==> config.mk <==
export PLATFORM = sky130hd
export DESIGN_NAME = bcd_updown_counter_n
export DESIGN_NICKNAME = d
export VERILOG_FILES = /design/src/rtl/counter_pkg.sv /design/src/rtl/mod_digit_cell.sv /design/src/rtl/bcd_updown_counter_n.sv
export SDC_FILE = /design/constraint.sdc
export NUM_CORES = 1
export LEC_CHECK = 0
export ABC_AREA = 1
export BUFFER_PORTS_ARGS = -buffer_cell sky130_fd_sc_hd__buf_2
export CORE_ASPECT_RATIO = 0.75
export CORE_UTILIZATION = 50
export DETAILED_ROUTE_END_ITERATION = 8
export PLACE_DENSITY = 0.8
export SETUP_SLACK_MARGIN = 0.5
export SYNTH_ARGS = -nofsm -noshare
export SYNTH_HDL_FRONTEND = slang
export SYNTH_HIERARCHICAL = 1
export SYNTH_SLANG_ARGS = --single-unit
==> constraint.sdc <==
create_clock -name clk -period 1.7 [get_ports clk]
set_clock_uncertainty 0.15 [all_clocks]
set_input_delay 0.085 -clock clk [delete_from_list [all_inputs] [get_ports clk]]
set_output_delay 0.085 -clock clk [all_outputs]
set_load 0.005 [all_outputs]
==> src/rtl/counter_pkg.sv <==
// Shared encodings and helpers for the multi-digit modulo-M up/down counter.
package counter_pkg;

  localparam int DIGIT_W = 4;

  localparam logic DIR_UP   = 1'b0;
  localparam logic DIR_DOWN = 1'b1;

  typedef enum logic [1:0] {
    ST_START = 2'b00,
    ST_DOWN  = 2'b01,
    ST_UP    = 2'b10
  } state_t;

  // Any loaded digit outside 0..mod-1 is pulled down to mod-1.
  function automatic logic [DIGIT_W-1:0] clamp_digit(input logic [DIGIT_W-1:0] d, input int mod);
    return (int'(d) >= mod) ? DIGIT_W'(mod - 1) : d;
  endfunction

endpackage

==> src/rtl/mod_digit_cell.sv <==
// One radix-MOD digit with synchronous load and ripple carry/borrow.
module mod_digit_cell
  import counter_pkg::*;
#(
  parameter int MOD = 10
) (
  input  logic               clk,
  input  logic               reset,
  input  logic               load,
  input  logic [DIGIT_W-1:0] load_digit,
  input  logic               step,
  input  logic               dir,
  input  logic               cin,
  output logic [DIGIT_W-1:0] digit,
  output logic               cout
);

  localparam logic [DIGIT_W-1:0] MAX = DIGIT_W'(MOD - 1);

  logic at_limit;

  assign at_limit = (dir == DIR_DOWN) ? (digit == '0) : (digit == MAX);
  // cout already includes cin so the chain ripples straight through the cells.
  assign cout     = cin & at_limit;

  always_ff @(posedge clk) begin
    if (reset) begin
      digit <= '0;
    end else if (load) begin
      digit <= load_digit;
    end else if (step && cin) begin
      if (dir == DIR_DOWN)
        digit <= (digit == '0) ? MAX : digit - 1'b1;
      else
        digit <= (digit == MAX) ? '0 : digit + 1'b1;
    end
  end

endmodule

==> src/rtl/bcd_updown_counter_n.sv <==
// Multi-digit modulo-MOD up/down counter with load, arm FSM and wrap pulse.
// Build option: BCD_COUNTER_SATURATE_EN makes the count saturate instead of wrapping.
module bcd_updown_counter_n
  import counter_pkg::*;
#(
  parameter  int DIGITS = 2,
  parameter  int MOD    = 10,
  localparam int QW     = DIGITS * DIGIT_W
) (
  input  logic          clk,
  input  logic          reset,
  input  logic          en,
  input  logic          dir,
  input  logic          load,
  input  logic [QW-1:0] load_val,
  output logic [QW-1:0] q,
  output logic          carry,
  output logic [1:0]    state
);

  state_t state_q;

  logic [DIGITS:0] chain;
  logic            step_req;
  logic            at_end;
  logic            step;

  assign chain[0] = 1'b1;
  assign at_end   = chain[DIGITS];
  assign step_req = en & ~load & (state_q != ST_START);

`ifdef BCD_COUNTER_SATURATE_EN
  // At the limit the digits are frozen; the attempt still reports on carry.
  assign step = step_req & ~at_end;
`else
  assign step = step_req;
`endif

  for (genvar k = 0; k < DIGITS; k++) begin : g_digit
    mod_digit_cell #(.MOD(MOD)) u_cell (
      .clk        (clk),
      .reset      (reset),
      .load       (load),
      .load_digit (clamp_digit(load_val[k*DIGIT_W +: DIGIT_W], MOD)),
      .step       (step),
      .dir        (dir),
      .cin        (chain[k]),
      .digit      (q[k*DIGIT_W +: DIGIT_W]),
      .cout       (chain[k+1])
    );
  end

  always_ff @(posedge clk) begin
    if (reset) begin
      state_q <= ST_START;
      carry   <= 1'b0;
    end else if (load) begin
      carry   <= 1'b0;
    end else if (en) begin
      state_q <= (dir == DIR_DOWN) ? ST_DOWN : ST_UP;
      carry   <= step_req & at_end;
    end else begin
      carry   <= 1'b0;
    end
  end

  assign state = state_q;

endmodule

* Word level (Yosys, flattened, before mapping)
Index checks and enable logic that the tools add are counted.
** Word-level totals
- Flip-flop bits (word level) :: 11
- Output and inout port bits :: 11
- Word-level logic and storage cells :: 41
- Input port bits :: 13
** Cells by class
- Magnitude comparators :: 2
- Equality and inequality tests :: 2
- Multiplexer cells :: 15
- Reduce and logical (&&, ||, !) cells :: 8
- $add $sub $neg :: 4
- Bitwise operators :: 6
** Operators by type and width (number)
- 2-to-1 mux 4 bit :: 12
- adder 4 x 1 -> 4 bit (second input constant) :: 2
- equality test 4 bit (second input constant) :: 2
- >= comparator 4 bit (second input constant) :: 2
- logical NOT 4 bit :: 2
- subtractor 4 x 1 -> 4 bit (second input constant) :: 2
- nonzero test 2 bit :: 3
- AND 1 bit :: 4
- OR reduction 3 bit :: 1
- 2-to-1 mux 1 bit :: 2
- 2-to-1 mux 2 bit :: 1
- inverter 1 bit :: 2
- AND reduction 2 bit :: 1
- logical AND 1 bit :: 1

* Depth between registers and ports, before layout
Gate-level depths: netlist of the first run.
- Word-level depth :: 6
- Depth in mapped cells :: 12
- Mapped depth without buffers :: 11

* By module
The synthesis of the first run kept the hierarchy.
** Modules (own cells, without submodules)
- mod_digit_cell :: instances 2, area an instance 371.6 um^2, cells each 63
- bcd_updown_counter_n :: instances 1, area an instance 196.4 um^2, cells each 33

* Worst setup path after synthesis of the first run
No wires, ideal clock.
- Path kind :: flip-flop to flip-flop
- Start point :: reg g_digit[0].u_cell.digit[0]
- End point :: reg g_digit[1].u_cell.digit[1]
- Path slack :: 0.134 ns
- Arrival time :: 1.346 ns
- Data required time :: 1.480 ns
- Path buffers :: 1
- Cell stages (with the launch flop) :: 12
- Library setup time :: 0.070 ns
- Cell sequence :: dfxtp_1 -> buf_6 -> nor2_2 -> nand3_1 -> nand2_1 -> nand2_1 -> nor2_1 -> nand2_1 -> nand2_1 -> o21ai_0 -> o21bai_1 -> a21oi_1
** On the way
- Cells in the longest elaborated chain, start to end :: 4
- Elaborated cells between the ends (all ways) :: 5
- Classes of those cells :: eq/ne (1); mux (1); reduce/logical (3)
** RTL lines
- from (decl) :: line mod_digit_cell.sv:14 : output logic [DIGIT_W-1:0] digit,
- from (signal assigned) :: line mod_digit_cell.sv:30 : digit <= load_digit;
- from (signal assigned) :: line mod_digit_cell.sv:33 : digit <= (digit == '0) ? MAX : digit - 1'b1;
- from (signal assigned) :: line mod_digit_cell.sv:35 : digit <= (digit == MAX) ? '0 : digit + 1'b1;
- equality test 4 bit / logical NOT 4 bit (equally long branches) :: line mod_digit_cell.sv:22 : assign at_limit = (dir == DIR_DOWN) ? (digit == '0) : (digit == MAX);
- 2-to-1 mux 1 bit (*) :: line mod_digit_cell.sv:22
- net chain[1] :: line bcd_updown_counter_n.sv:23 : logic [DIGITS:0] chain;
- logical AND 1 bit (*) :: line mod_digit_cell.sv:31 : end else if (step && cin) begin
- nonzero test 2 bit (no line) (*)
- to (signal assigned) :: line mod_digit_cell.sv:30
- to (signal assigned) :: line mod_digit_cell.sv:33
- to (signal assigned) :: line mod_digit_cell.sv:35
- to (decl) :: line mod_digit_cell.sv:14
The timed path passes the listed nets; every way through them passes the cells marked *.
A chain may end at the register's enable or synchronous reset.

* Final worst setup path of the first run
- Start point :: reg g_digit[0].u_cell.digit[1]
- End point :: reg g_digit[1].u_cell.digit[1]
Same word-level chain as after synthesis.

==> results of run 1 <==
==> where the power goes <==
part | total [mW] | internal [mW] | switching [mW] | leakage, nW
Sequential | 0.310 | 0.275 | 0.0343 | 0.0943
Clock | 0.177 | 0.0907 | 0.0860 | 0.0150
Combinational | 0.293 | 0.125 | 0.168 | 0.561
Total | 0.779 | 0.491 | 0.289 | 0.670
==> worst paths after layout <==
kind                                                         startpoint                                       to  slack, ns  depth (start not counted)
worst max register to register  g_digit[0].u_cell/digit[1]$_SDFFE_PP0P_  g_digit[1].u_cell/digit[1]$_SDFFE_PP0P_       0.12                         10
worst max-delay path            g_digit[0].u_cell/digit[1]$_SDFFE_PP0P_  g_digit[1].u_cell/digit[1]$_SDFFE_PP0P_       0.12                         10
worst min register to register  g_digit[0].u_cell/digit[3]$_SDFFE_PP0P_  g_digit[0].u_cell/digit[3]$_SDFFE_PP0P_       0.39                          2
worst min-delay path                                                 en                    state[0]$_SDFFE_PP0P_       0.03                          4
==> kinds of logic after synthesis <==
logic type / after synthesis / synth area share (%)
AND/OR/NAND/NOR: 89 / 43.5
AO/OA/AOI/OAI: 26 / 15.6
buffers and inverters: 30 / 15.2
flip-flops: 11 / 23.4
other: 1 / 0.399
XOR/XNOR: 2 / 1.86
==> layout by cell type, fill, tap and decap left out <==
cell and count:
nand2_1 43, buf_2 23, inv_1 17, nand3_1 11
buf_4 9, o21ai_1 7, nand2_2 7, a21oi_1 7
nor2_1 6, nor2_4 6, o21ai_0 6, nand3_2 5
dfxtp_1 4, nand2_4 4, dfxtp_4 4, a21oi_2 3
clkbuf_4 3, inv_2 3, nor2_2 3, dfxtp_2 3
dlygate4sd3_1 3, inv_4 2, conb_1 2, xor2_1 2
inv_8 2, o21bai_1 2, nand4_1 2, clkinv_1 2
nor3_2 1, clkbuf_1 1, nand3_4 1, o21ai_2 1
buf_6 1
==> cells in the mapped netlist (3+ instances only) <==
library cell | n | area [sq um]
inv_2 | 4 | 15.0
nand3_1 | 16 | 80.1
inv_1 | 18 | 67.6
nor2_1 | 9 | 33.8
o21ai_1 | 4 | 20.0
a21oi_2 | 3 | 26.3
o21ai_0 | 10 | 50.1
dfxtp_1 | 11 | 220
nand2_2 | 5 | 31.3
nor2_2 | 4 | 25.0
nand2_1 | 49 | 184
a21oi_1 | 7 | 35.0
==> timing repair <==
action	in CTS	in global routing
endpoints found under the setup margin	9	9
pin swaps	13	6
setup buffers	9	1
gates resized for setup	21	11
endpoints found under the hold margin	6	0
hold buffers	3	0
==> routing by layer <==
metal  track usage [%]  up-vias
met4              12.8        0
met1              38.4      551
li1                  -      577
met2              48.1       53
met5                 0        -
met3              4.26        6
==> sequential cells by signal (all words and copies together), names as in the netlist <==
signal,count
state,2
g_digit.u_cell/digit,8
carry,1
==> worst reg2reg max path: stages (launching register included) <==
cell,delay (ns)
dfxtp_4,0.37
nor2_4,0.12
nand3_2,0.07
nand2_1,0.08
nand2_1,0.06
nor2_2,0.14
nand2_2,0.10
nand2_4,0.08
o21ai_1,0.06
o21bai_1,0.15
a21oi_1,0.13
==> through the flow <==
stage | std cells | area [sq um] | power [mW]
after floorplan | 160 | 975 | 0.470
after global placement | 201 | 1090 | 0.529
after detailed placement | 201 | 1090 | 0.535
after CTS | 217 | 1270 | 0.753
after global routing | 218 | 1310 | 0.830
final | 218 | 1310 | 0.779
==> layout make-up <==
cell class                      count  area share [%]
Clock buffer                        4            2.00
Tap cell                           22            2.10
Multi-Input combinational cell    119            51.7
Inverter                           26            8.95
Timing Repair Buffer               36            17.0
Sequential cell                    11            18.2
==> results.py, run 1 <==
metrics = {
    "status": {
        "status": "complete, no violations",
    },
    "setup_path": {
        "slowest_stage": "dfxtp_4",
        "crit_top_cell": "nand2_1",
        "startpoint_type": "flip-flop",
        "cp.arrival_ns": 1.62,
        "critical-path-max-stage-delay_ns": 0.37,
        "cp_max_fo": 4,
        "path_cells": "nor2_4, nand3_2, nand2_1, nand2_1, nor2_2, nand2_2, nand2_4, o21ai_1, o21bai_1, a21oi_1",
        "cp_num_buf_inv": 0,
        "end_kind": "flip-flop",
        "worstPathRequired_ns": 1.74,
        "critical_path_class": "reg2reg",
        "critPathTopFamily": "simple AND/OR/NAND/NOR gates",
    },
    "global_route": {
        "grt_pass1_wl_mm": 4.33,
        "grt_pass1_vias": 970,
        "grt_remaining_overflow": 0,
        "gr-usage-all-layers_pct": 29.3,
        "antenna_found_initial": 0,
        "grt_start_max_net_pins": 14,
    },
    "sta": {
        "hold_ws_ns": 0.0295,
        "rsz0062_at_grt": "true",
        "fmax_ghz": 0.635,
        "hold_viol": 0,
        "fin_ws_ns": 0.124,
        "tns_ns": 0,
        "finalCritPeriodShare_pct": 92.7,
        "slew_viol_final": 0,
        "fin_crit_ns": 1.58,
        "final-setup-viol-count": 0,
    },
    "yosys": {
        "yosysUniqueCellTypes": 23,
        "yosys_warnings": 6,
        "avgSynthCellArea_sq_um": 5.91,
        "synth_ff_type": "dfxtp_1",
        "ys_seq_elements": 11,
        "synth_area_sq_um": 940,
        "synth_edf_count": 0,
        "yosysSeqAreaShare_pct": 23.4,
        "async_flop_share_pct": 0,
        "syn_inst": 159,
    },
    "detailed_routing": {
        "drtIter0Drc": 48,
        "dr.pass1.iters": 4,
        "met3_length_um": 186,
        "vias": 1187,
        "drcViolationCount": 0,
        "post_drt_wl_per_cell_um": 13.0,
        "wl_met2_mm": 1.40,
        "drtAntennaViolNets": 0,
        "met1_length_mm": 1.22,
        "routed_wl_mm": 2.83,
        "routed_via_density": 5.44,
        "top_layer": "met4",
    },
    "place": {
        "pre_cts_ws_ns": 0.0632,
        "gp_congestion": 0.903,
        "dpl.hpwl_mm": 1.75,
        "port_buffers": 23,
    },
    "finish": {
        "area_growth_pct": 39.8,
        "diodes": 0,
        "fin_nets": 210,
        "multi_input_area_sq_um": 679,
        "regArea_sq_um": 239,
        "drive_above_1_share_pct": 41.3,
        "nFillCells": 130,
        "utilization_pct": 75.5,
    },
    "die": {
        "die_w_um": 52.1,
        "coreArea_sq_mm": 0.00174,
        "die_h_um": 39.5,
        "ios": 24,
        "die_area_sq_mm": 0.00206,
        "num_rows": 13,
        "start_util_pct": 54.0,
    },
    "cts": {
        "cts_max_path_buffers": 2,
        "clk_pin_slew_ns": 0.07,
        "root_buffer": "clkbuf_4",
        "cts_sinks": 11,
        "insertion_delay_ns": 0.26,
        "cts_tree": "built",
        "htreeDepth": 1,
        "cts_buffers": 3,
    },
    "pwr": {
        "p_per_area_mw_per_mm2": 593,
        "peakVddDrop_v": 0.000497,
        "power.leakage_nw": 0.670,
    },
    "min_path": {
        "worstHoldPathType": "in2reg",
    },
    "run": {
        "drv_cap": 0,
    },
}
No activity file was read; power rests on OpenSTA's default activity.
==> run 2: changes to the inputs <==
--- a/config.mk
+++ b/config.mk
@@ -8,9 +8,9 @@
 export ABC_AREA = 1
 export BUFFER_PORTS_ARGS = -buffer_cell sky130_fd_sc_hd__buf_2
 export CORE_ASPECT_RATIO = 0.75
-export CORE_UTILIZATION = 50
+export CORE_UTILIZATION = 39
 export DETAILED_ROUTE_END_ITERATION = 8
-export PLACE_DENSITY = 0.8
+export PLACE_DENSITY = 0.66
 export SETUP_SLACK_MARGIN = 0.5
 export SYNTH_ARGS = -nofsm -noshare
 export SYNTH_HDL_FRONTEND = slang
==> run 2 against run 1 <==
- clock-buffer cell count unchanged
- combinational power is 17% higher
- final cell count is 8.7% higher
- setup slack lost 0.048 ns
- core utilization is 7.6 points lower
- non-clock buffer count rose by 9
- sequential cell count did not move
- maximum frequency shrank 3.0%
- first-iteration DRC count down 19%
- critical endpoint unchanged
==> results.py, run 2 (same netlist as run 1, synthesis figures left out) <==
metrics = {
    "cts": {
        "cts_sinks": 11,
        "cts_max_path_buffers": 2,
        "cts_tree": "built",
        "root_buffer": "clkbuf_4",
        "clk_pin_slew_ns": 0.07,
        "htreeDepth": 1,
        "cts_buffers": 3,
        "insertion_delay_ns": 0.26,
    },
    "min_path": {
        "min_delay_worst_endpoint": "g_digit[1].u_cell/digit[0]$_SDFFE_PP0P_",
        "hold_path_depth": 5,
        "min_from": "load_val[4]",
        "worstHoldPathType": "in2reg",
    },
    "global_route": {
        "grt_start_max_net_pins": 14,
        "gr-usage-all-layers_pct": 23.5,
        "antenna_found_initial": 0,
        "grt_pass1_wl_mm": 4.66,
        "grt_remaining_overflow": 0,
        "grt_pass1_vias": 1062,
    },
    "place": {
        "dpl.hpwl_mm": 1.79,
        "gp_congestion": 0.830,
        "place_inst": 213,
        "port_buffers": 23,
    },
    "setup_path": {
        "ff2ff_setup_slack_ns": 0.08,
        "worstPathRequired_ns": 1.74,
        "cp.arrival_ns": 1.67,
        "critical-path-max-stage-delay_ns": 0.38,
        "r2r_cells": 10,
        "startpoint_type": "flip-flop",
        "cp_max_fo": 5,
        "slowest_stage": "dfxtp_4",
        "end_kind": "flip-flop",
        "path_cells": "nor2_4, nand3_2, nand2_2, nand2_2, nor2_4, nand2_2, nand2_4, o21ai_2, o21bai_1, a21oi_1",
        "critical_path_class": "reg2reg",
        "reg2reg_from": "g_digit[0].u_cell/digit[1]$_SDFFE_PP0P_",
        "crit_top_cell": "nand2_2",
        "timing.rr.end": "g_digit[1].u_cell/digit[1]$_SDFFE_PP0P_",
    },
    "detailed_routing": {
        "drtIter0Drc": 39,
        "routed_via_density": 4.96,
        "routed_wl_mm": 3.05,
        "drtAntennaViolNets": 0,
        "post_drt_wl_per_cell_um": 12.9,
        "drcViolationCount": 0,
        "vias": 1175,
        "dr.pass1.iters": 4,
    },
    "finish": {
        "layout_common_cells": "38 x nand2_1, 22 x buf_2, 17 x inv_1",
        "stdcell_count": 237,
        "area_growth_pct": 54.3,
        "fin_nets": 219,
        "largest_reg_flops": 8,
        "utilization_pct": 67.9,
        "largest-register": "g_digit.u_cell/digit",
        "nFillCells": 169,
        "diodes": 0,
        "drive_above_1_share_pct": 49.3,
        "final_common_cell": "nand2_1",
    },
    "die": {
        "die_w_um": 58.7,
        "num_rows": 14,
        "coreArea_sq_mm": 0.00214,
        "die_h_um": 44.5,
        "die_area_sq_mm": 0.00261,
        "ios": 24,
        "start_util_pct": 44.0,
    },
    "sta": {
        "rsz0062_at_grt": "true",
        "fin_crit_ns": 1.62,
        "final-setup-viol-count": 0,
        "hold_viol": 0,
        "tns_ns": 0,
        "finalCritPeriodShare_pct": 95.6,
        "fmax_ghz": 0.616,
        "slew_viol_final": 0,
    },
    "pwr": {
        "combPwrFrac_pct": 41.5,
        "pwr-share-clk_pct": 21.2,
        "p_seq_share_pct": 37.3,
        "power.leakage_nw": 0.738,
        "finalPower_mw": 0.825,
        "p_per_area_mw_per_mm2": 569,
        "p_int_mw": 0.520,
        "peakVddDrop_v": 0.000415,
        "p_switching_mw": 0.305,
        "switching_share_pct": 37.0,
    },
    "run": {
        "drv_cap": 0,
    },
    "status": {
        "status": "complete, no violations",
    },
}
==> run 2: final cells by class <==
type / count / area, sq um / area share (%)
Sequential cell: 11 / 234 / 16.1
Multi-Input combinational cell: 119 / 723 / 49.9
Timing Repair Buffer: 45 / 309 / 21.3
Tap cell: 32 / 40.0 / 2.76
Inverter: 26 / 118 / 8.11
Clock buffer: 4 / 26.3 / 1.81
==> run 2: how the worst max path moves through the flow <==
| stage | start | endpoint | slack, ns |
|---|---|---|---|
| 6_report | g_digit[0].u_cell/digit[1]$_SDFFE_PP0P_ | g_digit[1].u_cell/digit[1]$_SDFFE_PP0P_ | 0.08 |
| 5_1_grt | g_digit[0].u_cell/digit[0]$_SDFFE_PP0P_ | g_digit[1].u_cell/digit[1]$_SDFFE_PP0P_ | 0.006 |
| 4_1_cts | g_digit[0].u_cell/digit[1]$_SDFFE_PP0P_ | g_digit[1].u_cell/digit[1]$_SDFFE_PP0P_ | 0.18 |
| 3_5_place_dp | g_digit[0].u_cell/digit[0]$_SDFFE_PP0P_ | g_digit[1].u_cell/digit[1]$_SDFFE_PP0P_ | 0.05 |
| 3_3_place_gp | g_digit[0].u_cell/digit[0]$_SDFFE_PP0P_ | g_digit[1].u_cell/digit[1]$_SDFFE_PP0P_ | 0.12 |
| 2_1_floorplan | g_digit[0].u_cell/digit[0]$_SDFFE_PP0P_ | g_digit[1].u_cell/digit[1]$_SDFFE_PP0P_ | 0.23 |
==> run 2: per-layer routing <==
layer	GRT usage, %	share of wire, %	routed length [um]
met1	32.6	43	1300
met2	38.4	49	1480
met3	3.51	7.3	223
met4	5.71	1.3	39
met5	0	0	0
==> run 2: metrics by stage <==
stage | setup WS [ns] | hold slack, ns | area [sq um]
finish | 0.0755 | 0.0481 | 1450
global route | 0.00550 | 0.0560 | 1450
CTS | 0.179 | 0.0366 | 1320
detailed placement | 0.0474 | 0.230 | 1110
global placement | 0.120 | 0.221 | 1110
floorplan | 0.230 | -0.00335 | 975
==> run 2: repair_timing <==
item,CTS,global route
hold buffers,2,2
pin swaps,17,18
gates resized for setup,21,26
endpoints found under the hold margin,7,2
setup buffers,14,3
endpoints found under the setup margin,9,12
==> run 2: critical path, delay by kind of cell (launching register included) <==
| kind | cells | cell delay, ns |
|---|---|---|
| and+or+nand+nor | 7 | 0.65 |
| AOI/OAI and AO/OA | 3 | 0.37 |
| DFF | 1 | 0.38 |
==> run 2: power groups by stage <==
stage          sequential (mW)  clock, mW  combinational, mW
3_5_place_dp             0.312          0              0.228
4_1_cts                  0.306      0.176              0.280
2_1_floorplan            0.304          0              0.166
5_1_grt                  0.310      0.191              0.376
3_3_place_gp             0.312          0              0.225
6_report                 0.308      0.175              0.342
==> run 3: changes to the inputs <==
--- a/config.mk
+++ b/config.mk
@@ -8,9 +8,9 @@
 export ABC_AREA = 1
 export BUFFER_PORTS_ARGS = -buffer_cell sky130_fd_sc_hd__buf_2
 export CORE_ASPECT_RATIO = 0.75
-export CORE_UTILIZATION = 39
+export CORE_UTILIZATION = 47
 export DETAILED_ROUTE_END_ITERATION = 8
-export PLACE_DENSITY = 0.66
+export PLACE_DENSITY = 0.79
 export SETUP_SLACK_MARGIN = 0.5
 export SYNTH_ARGS = -nofsm -noshare
 export SYNTH_HDL_FRONTEND = slang
==> constraint.sdc (replaced) <==
create_clock -name clk -period 1.43 [get_ports clk]
set_clock_uncertainty 0.15 [all_clocks]
set_input_delay 0.0715 -clock clk [delete_from_list [all_inputs] [get_ports clk]]
set_output_delay 0.0715 -clock clk [all_outputs]
set_load 0.005 [all_outputs]
==> run 3 against run 2 <==
- the flow now finishes with violations (hold timing, setup timing)
- core utilization grew 17 points
- worst hold slack got worse by 0.11 ns
- sequential share of layout area down 0.38 points
- global-route usage rose by 4.2 points
- critical path type unchanged
==> results.py, run 3 (same netlist as run 1, synthesis figures left out) <==
metrics = {
    "status": {
        "status": "complete, but fails checks",
        "violations": "hold timing, setup timing",
    },
    "run": {
        "drv_cap": 0,
    },
    "die": {
        "start_util_pct": 52.0,
        "num_rows": 13,
        "ios": 24,
        "die_h_um": 40.7,
        "coreArea_sq_mm": 0.00181,
        "die_area_sq_mm": 0.00218,
        "die_w_um": 53.6,
    },
    "sta": {
        "fin_ws_ns": -0.160,
        "final-setup-viol-count": 6,
        "slew_viol_final": 0,
        "hold_ws_ns": -0.0606,
        "finalCritPeriodShare_pct": 111,
        "rsz0062_at_grt": "true",
        "hold_viol": 5,
        "fmax_ghz": 0.629,
        "fin_crit_ns": 1.59,
    },
    "cts": {
        "cts_sinks": 11,
        "clk_pin_slew_ns": 0.09,
        "insertion_delay_ns": 0.27,
        "cts_max_path_buffers": 2,
        "htreeDepth": 1,
        "cts_tree": "built",
        "root_buffer": "clkbuf_4",
        "cts_buffers": 3,
    },
    "place": {
        "pre_cts_ws_ns": -0.141,
        "port_buffers": 23,
        "gp_congestion": 0.894,
        "dpl.hpwl_mm": 1.98,
    },
    "global_route": {
        "antenna_found_initial": 0,
        "grt_pass1_vias": 949,
        "grt_remaining_overflow": 0,
        "gr-usage-all-layers_pct": 27.6,
        "grt_pass1_wl_mm": 4.20,
        "grt_start_max_net_pins": 11,
    },
    "pwr": {
        "finalPower_mw": 1.08,
        "power.leakage_nw": 0.781,
        "peakVddDrop_v": 0.000787,
        "p_per_area_mw_per_mm2": 704,
    },
    "setup_path": {
        "critical-path-max-stage-delay_ns": 0.37,
        "cp.arrival_ns": 1.64,
        "end_kind": "flip-flop",
        "critical_path_class": "reg2reg",
        "worstPathRequired_ns": 1.48,
        "startpoint_type": "flip-flop",
        "crit_top_cell": "nand2_2",
        "path_cells": "nor2_4, nand3_2, nand2_2, nand2_2, nor2_4, nand2_2, nand2_2, o21ai_1, o21bai_1, a21oi_1",
        "slowest_stage": "dfxtp_4",
        "cp_max_fo": 4,
    },
    "finish": {
        "nFillCells": 87,
        "largest_reg_flops": 8,
        "layout_common_cells": "34 x nand2_1, 19 x buf_6, 17 x buf_2",
        "final_common_cell": "nand2_1",
        "area_growth_pct": 63.1,
        "fin_nets": 224,
        "drive_above_1_share_pct": 54.8,
        "largest-register": "g_digit.u_cell/digit",
        "diodes": 0,
    },
    "detailed_routing": {
        "routed_via_density": 5.86,
        "dr.pass1.iters": 4,
        "vias": 1359,
        "drtAntennaViolNets": 0,
        "post_drt_wl_per_cell_um": 18.0,
        "routed_wl_mm": 4.17,
        "drcViolationCount": 0,
        "drtIter0Drc": 107,
    },
    "min_path": {
        "worstHoldPathType": "in2reg",
    },
}
[run 3: cell count changes in the layout (fill, tap and decap cells not counted), sizes merged]
cell,delta
buf,+8
inv,+1
clkinv,-1
dlygate4sd3,-3
[run 3: critical path: cells and delay by family, from the launching register on]
kind / cells / cell delay, ns
flip-flops: 1 / 0.37
AND/OR/NAND/NOR: 7 / 0.64
AO/OA/AOI/OAI: 3 / 0.36
[run 3: what timing repair did]
action | CTS | global route
resized for setup | 39 | 28
setup endpoints to repair | 19 | 21
pin swaps | 11 | 16
buffers inserted | 9 | 5
hold endpoints to repair | 6 | 6
[run 3: layer usage]
layer,GRT usage [%],share of wire [%]
met3,2.59,11
met2,46.3,48
met1,38.7,37
met5,0,0
met4,5.92,4.4
[run 3: layout make-up]
| cell class | count | area [sq um] | area share [%] |
|---|---|---|---|
| clock buffer | 4 | 26.3 | 1.71 |
| multi-input combinational | 119 | 718 | 46.9 |
| inverter | 26 | 115 | 7.51 |
| tap | 22 | 27.5 | 1.80 |
| sequential | 11 | 241 | 15.8 |
| timing repair buffer | 50 | 404 | 26.4 |
[run 3: metrics by stage]
| stage | instances | TNS [ns] | utilization (%) | cell area [sq um] |
|---|---|---|---|---|
| floorplan | 160 | -0.0403 | - | 975 |
| global placement | 214 | -0.129 | 65.6 | 1180 |
| detailed placement | 214 | -0.268 | 65.6 | 1180 |
| CTS | 227 | -0.149 | 77.5 | 1400 |
| global route | 232 | -1.08 | 84.9 | 1530 |
| finish | 232 | -0.633 | 84.9 | 1530 |
[run 3: where the power goes]
part | internal (mW) | switching, mW | leakage, nW
registers | 0.328 | 0.0400 | 0.0949
clock network | 0.108 | 0.124 | 0.0150
logic | 0.215 | 0.264 | 0.671
total | 0.651 | 0.428 | 0.781
[run 3: final timing paths]
kind	start	end	slack [ns]	depth (start not counted)
worst max-delay path	g_digit[0].u_cell/digit[0]$_SDFFE_PP0P_	g_digit[1].u_cell/digit[1]$_SDFFE_PP0P_	-0.16	10
worst min-delay path	reset	g_digit[0].u_cell/digit[3]$_SDFFE_PP0P_	-0.06	2
worst max register to register	g_digit[0].u_cell/digit[0]$_SDFFE_PP0P_	g_digit[1].u_cell/digit[1]$_SDFFE_PP0P_	-0.16	10
worst min register to register	g_digit[1].u_cell/digit[3]$_SDFFE_PP0P_	g_digit[1].u_cell/digit[3]$_SDFFE_PP0P_	0.37	2
